`config.mk`:
```
export PLATFORM = sky130hd
export DESIGN_NAME = fb_pixel_writer
export DESIGN_NICKNAME = d
export VERILOG_FILES = /design/src/rtl/fb_pixel_writer_pkg.sv /design/src/rtl/ff_ar.sv /design/src/rtl/fb_pixel_writer.sv
export SDC_FILE = /design/constraint.sdc
export NUM_CORES = 1
export LEC_CHECK = 0
export ABC_CLOCK_PERIOD_IN_PS = 2900
export CORE_MARGIN = 5
export CORE_UTILIZATION = 30
export DETAILED_ROUTE_END_ITERATION = 10
export SLEW_MARGIN = 20
export SYNTH_ARGS = -nofsm -noshare
export SYNTH_HDL_FRONTEND = slang
export SYNTH_SLANG_ARGS = --single-unit
export TNS_END_PERCENT = 20
```
`constraint.sdc`:
```
create_clock -name clk -period 2.9 [get_ports clk]
set_clock_uncertainty 0.1 [all_clocks]
set_input_delay 0.435 -clock clk [delete_from_list [all_inputs] [get_ports clk]]
set_output_delay 0.435 -clock clk [all_outputs]
set_load 0.01 [all_outputs]
```
`src/rtl/fb_pixel_writer_pkg.sv`:
```
// Shared types and constants for the framebuffer pixel writer: FIFO entry
// layout, last-pixel marker and write FSM encoding.
package fb_pixel_writer_pkg;

  typedef struct packed {
    logic [18:0] pixel_id;
    logic [23:0] color;
  } pixel_buffer_entry_t;

  // 640x480 frame: pixel IDs 0..307199.
  localparam logic [18:0] LAST_PIXEL_ID = 19'd307199;

  typedef enum logic [2:0] {
    ST_IDLE      = 3'd0,
    ST_W0_SETUP  = 3'd1,
    ST_W0_STROBE = 3'd2,
    ST_W1_SETUP  = 3'd3,
    ST_W1_STROBE = 3'd4
  } wr_state_e;

  // Each 24-bit pixel occupies two consecutive 16-bit SRAM words.
  function automatic logic [19:0] word_addr(input logic [18:0] pixel_id,
                                            input logic        second_word);
    return {pixel_id, second_word};
  endfunction

endpackage

```
`src/rtl/ff_ar.sv`:
```
// Generic register with asynchronous active-low reset to a parameterised value.
module ff_ar #(
  parameter int unsigned       WIDTH     = 1,
  parameter logic [WIDTH-1:0]  RESET_VAL = '0
) (
  input  logic             clk,
  input  logic             rst_b,
  input  logic [WIDTH-1:0] d,
  output logic [WIDTH-1:0] q
);

  always_ff @(posedge clk or negedge rst_b) begin
    if (!rst_b) q <= RESET_VAL;
    else        q <= d;
  end

endmodule

```
`src/rtl/fb_pixel_writer.sv`:
```
// Pops pixels from a show-ahead FIFO and writes each as two setup/strobe SRAM
// word cycles, yielding the bus to the VGA reader whenever it is idle.
module fb_pixel_writer
  import fb_pixel_writer_pkg::*;
(
  input  logic                clk,
  input  logic                rst_b,
  input  pixel_buffer_entry_t pb_data,
  input  logic                pb_empty,
  output logic                pb_re,
  input  logic                vga_req,
  output logic                vga_grant,
  output logic [19:0]         sram_addr,
  output logic [15:0]         sram_dout,
  output logic                sram_dout_en,
  output logic                sram_we_b,
  output logic                frame_done,
  output logic [18:0]         pix_count
);

  wr_state_e           state_q, state_d;
  pixel_buffer_entry_t pix_q, pix_d;
  logic [19:0]         addr_q, addr_d;
  logic [15:0]         dout_q, dout_d;
  logic                dout_en_q, dout_en_d;
  logic                we_b_q, we_b_d;
  logic                done_q, done_d;
  logic [18:0]         pix_count_d;
  logic                is_idle;
  logic                is_last;

  assign is_idle = (state_q == ST_IDLE);
  assign is_last = (pix_q.pixel_id == LAST_PIXEL_ID);

  // Bus arbitration is only decided in IDLE; the VGA side always wins a tie.
  assign vga_grant = rst_b && is_idle && vga_req;
  assign pb_re     = rst_b && is_idle && !vga_req && !pb_empty;

  // Strobe and drive-enable are computed one cycle ahead so they leave flops.
  always_comb begin
    // NOTE: every always_comb output gets a default first so no path can infer a latch.
    state_d   = state_q;
    pix_d     = pix_q;
    addr_d    = addr_q;
    dout_d    = dout_q;
    dout_en_d = 1'b0;
    we_b_d    = 1'b1;
    done_d    = 1'b0;
    case (state_q)
      ST_IDLE: begin
        if (pb_re) begin
          state_d   = ST_W0_SETUP;
          pix_d     = pb_data;
          addr_d    = word_addr(pb_data.pixel_id, 1'b0);
          dout_d    = pb_data.color[23:8];
          dout_en_d = 1'b1;
        end
      end
      ST_W0_SETUP: begin
        state_d   = ST_W0_STROBE;
        dout_en_d = 1'b1;
        we_b_d    = 1'b0;
      end
      ST_W0_STROBE: begin
        state_d   = ST_W1_SETUP;
        addr_d    = word_addr(pix_q.pixel_id, 1'b1);
        dout_d    = {pix_q.color[7:0], 8'h00};
        dout_en_d = 1'b1;
      end
      ST_W1_SETUP: begin
        state_d   = ST_W1_STROBE;
        dout_en_d = 1'b1;
        we_b_d    = 1'b0;
      end
      ST_W1_STROBE: begin
        state_d = ST_IDLE;
        done_d  = is_last;
      end
      default: state_d = ST_IDLE;
    endcase
  end

  // Out-of-frame IDs still count; only the exact last ID wraps the counter.
  always_comb begin
    pix_count_d = pix_count;
    if (state_q == ST_W1_STROBE) pix_count_d = is_last ? '0 : pix_count + 19'd1;
  end

  ff_ar #(.WIDTH(19), .RESET_VAL('0)) u_pix_count (
    .clk   (clk),
    .rst_b (rst_b),
    .d     (pix_count_d),
    .q     (pix_count)
  );

  always_ff @(posedge clk or negedge rst_b) begin
    if (!rst_b) begin
      state_q   <= ST_IDLE;
      pix_q     <= '0;
      addr_q    <= '0;
      dout_q    <= '0;
      dout_en_q <= 1'b0;
      we_b_q    <= 1'b1;
      done_q    <= 1'b0;
    end else begin
      // NOTE: non-blocking assignments so every flop samples pre-edge values.
      state_q   <= state_d;
      pix_q     <= pix_d;
      addr_q    <= addr_d;
      dout_q    <= dout_d;
      dout_en_q <= dout_en_d;
      we_b_q    <= we_b_d;
      done_q    <= done_d;
    end
  end

  assign sram_addr    = addr_q;
  assign sram_dout    = dout_q;
  assign sram_dout_en = dout_en_q;
  assign sram_we_b    = we_b_q;
  assign frame_done   = done_q;

endmodule

```
==> results.json <==
{
  "status": "completed",
  "syn_to_final_growth_pct": 42.6,
  "cts_buffers": 9,
  "maxSlewHeadroom_pct": 56.3,
  "synth.distinct_cells": 34,
  "postSynthNetCount": 452,
  "core_sq_mm": 0.0121,
  "period_share_pct": 92.8,
  "io_pins": 107,
  "max_freq_mhz": 372,
  "multiInputGateArea_sq_mm": 0.00142,
  "seq_area_sq_mm": 0.00220,
  "die-width_microns": 121,
  "synthArstFlopShare_pct": 100,
  "critPathMaxFanout": 8,
  "cts_num_sinks": 88,
  "cts_setup_buffers": 0,
  "seq_area_frac_synth_pct": 59.2,
  "synth-compound-area-share_pct": 7.97,
  "grt_pass1_wl_mm": 16.4,
  "grt_max_degree": 58,
  "cts.hold.buffers_added": 0,
  "synth_fa_ha_area_share_pct": 0.336,
  "root_buffer": "clkbuf_16",
  "drt-total-wl_mm": 9.96,
  "drive_gt1_share_pct": 6.42,
  "setup_viol": 0,
  "tightestPinTransition_ns": 0.656,
  "vias": 3180,
  "required_ns": 2.37,
  "path_clk_slew_ns": 0.06,
  "hold_path_class": "primary input to asynchronous set/reset pin",
  "period_minus_slack_ns": 2.69,
  "io_buffer_count": 106,
  "netlist_area_sq_mm": 0.00372,
  "tns_ns": 0,
  "layoutNonFillerInstCount": 682,
  "synthFlopType": "dfrtp_1",
  "synth_top_area_share_pct": 58.5,
  "ant_nets": 0,
  "die_area_sq_mm": 0.0147,
  "rows": 40,
  "clk_path_buf_depth": 2,
  "drc": 0,
  "num-fill-cells": 1205,
  "drtIter0Drc": 176,
  "endpoint_kind": "output pin",
  "drv_slew": 0,
  "synth_warnings": 0,
  "critPathArrivalTime_ns": 2.16,
  "initial_core_util_pct": 30.9,
  "netlist_top_cells_area": "dfrtp_1 (59%), nand2_1 (16%), nand3_1 (3.0%), a22oi_1 (2.6%), o21ai_0 (1.7%)",
  "vdd_drop_max_v": 0.000297,
  "crit_path_start_kind": "flip-flop",
  "fin_hold_ws_ns": 0.0603,
  "synth-xor-area-share_pct": 2.12,
  "firstDrtPassIters": 5,
  "num_antenna_cells": 0,
  "yosysTopAreaCell": "dfrtp_1",
  "synth_top_family_by_area": "simple AND/OR/NAND/NOR gates",
  "grt_usage_pct": 14.1,
  "antenna_found_initial": 0,
  "gp_congestion": 0.763,
  "first_global_vias": 3183,
  "cts_tree": "built",
  "clk_latency_ns": 0.34,
  "drt-wirelength-per-cell_microns": 14.6,
  "hold_viol": 0,
  "rsz0062_at_grt": "no",
  "overflow": 0,
  "syn_avg_cell_area_sq_um": 9.21,
  "cts_max_level": 3,
  "synth.area.mux_share_pct": 0,
  "nNetsFinal": 557,
  "ys_ff_latch": 88,
  "synth_edf_count": 0,
  "powerDensity_mw_per_mm2": 889,
  "worstSetupPathType": "flip-flop to output pin",
  "leakage_nw": 2.43,
  "placed_cells": 666,
  "post_cts_resized": 2,
  "die_h_microns": 121,
  "synth-simple-area-share_pct": 27.2,
  "drv_cap": 0,
  "viasPerCell": 4.66,
  "netlist_instances": 404,
  "dp_hpwl_mm": 6.93
}
## critical path: stages (launching register included)
cell and delay, ns:
dfrtp_2 0.46, or4b_2 0.70, nor2_1 0.11, clkdlybuf4s50_1 0.55
## final timing paths
path                              start             to  slack (ns)  cells after the start
setup / recovery             state_q[0]      vga_grant        0.21                      3
hold / removal                    rst_b  sram_dout[13]        0.06                      2
setup reg to reg             state_q[0]  sram_addr[16]        0.57                      6
hold reg to reg            sram_addr[3]   sram_addr[3]        0.37                      2
max in group asynchronous         rst_b      pix_q[42]        1.59                      3
min in group clk           sram_addr[3]   sram_addr[3]        0.37                      2
## placed cells by master (no fill, tap or decap), types with 5 or more instances in the layout
master and instances:
nand4_1 7, nand2_1 162, a21oi_1 6, nand3_1 22
a22oi_1 13, buf_4 10, nor2_1 16, dfrtp_1 86
o21ai_0 13, clkdlybuf4s50_1 104, inv_1 6, clkbuf_16 9
xnor2_1 5
## cell usage after synthesis, types with 2 or more instances
master / count
xor2_1: 4
o31ai_1: 4
nand2_1: 162
nor3_1: 2
a22oi_1: 13
or2_2: 2
o311ai_0: 4
a21oi_1: 6
dfrtp_1: 87
nand3_1: 22
buf_2: 4
clkbuf_1: 13
nor2_1: 16
or4_1: 4
o21ai_0: 13
inv_1: 7
nor4_1: 2
o211ai_1: 4
nor3b_1: 2
nand4_1: 7
xnor2_1: 5
or3_1: 3
nor4bb_1: 2
and3_1: 3
and4_1: 3
buf_1: 2
## registers in the layout, indices dropped and copies added (netlist names)
register,count
sram_dout,16
sram_dout_en,1
frame_done,1
sram_addr,20
sram_we_b,1
state_q,3
pix_q,27
u_pix_count.q,19
## metrics by stage
step	setup slack (ns)	instance area (sq um)	utilization, %	power, mW
floorplan	0.585	3720	-	2.70
global placement	0.370	4980	41.3	3.48
detailed placement	0.335	4980	41.3	3.52
CTS	0.0489	5300	44.0	4.79
global route	0.114	5310	44.0	5.07
finish	0.210	5310	44.0	4.72
## kinds of logic after synthesis
| logic type | count (synthesis) |
|---|---|
| flip-flops | 88 |
| AND/OR/NAND/NOR | 233 |
| AO/OA/AOI/OAI | 45 |
| buffers and inverters | 28 |
| XOR/XNOR | 9 |
| adder cells (fa/ha/maj) | 1 |
## per-layer routing
metal / part of all wire [%] / global-route usage, %
met1: 46 / 18.6
met2: 45 / 21.6
met3: 8.1 / 5.17
met4: 1.3 / 4.62
met5: 0 / 0
## layout make-up
| type | count | area share [%] |
|---|---|---|
| well taps | 168 | 3.96 |
| clock buffers | 12 | 4.65 |
| clock inverters | 4 | 1.32 |
| multi-input cells | 288 | 26.7 |
| flip-flops and latches | 88 | 41.6 |
| repair buffers | 115 | 21.3 |
| inverters | 7 | 0.495 |
## power by group
group | internal [mW] | switching [mW]
logic | 0.739 | 0.788
clock network | 0.776 | 0.460
registers | 1.66 | 0.296
No activity file was read; power rests on OpenSTA's default activity.
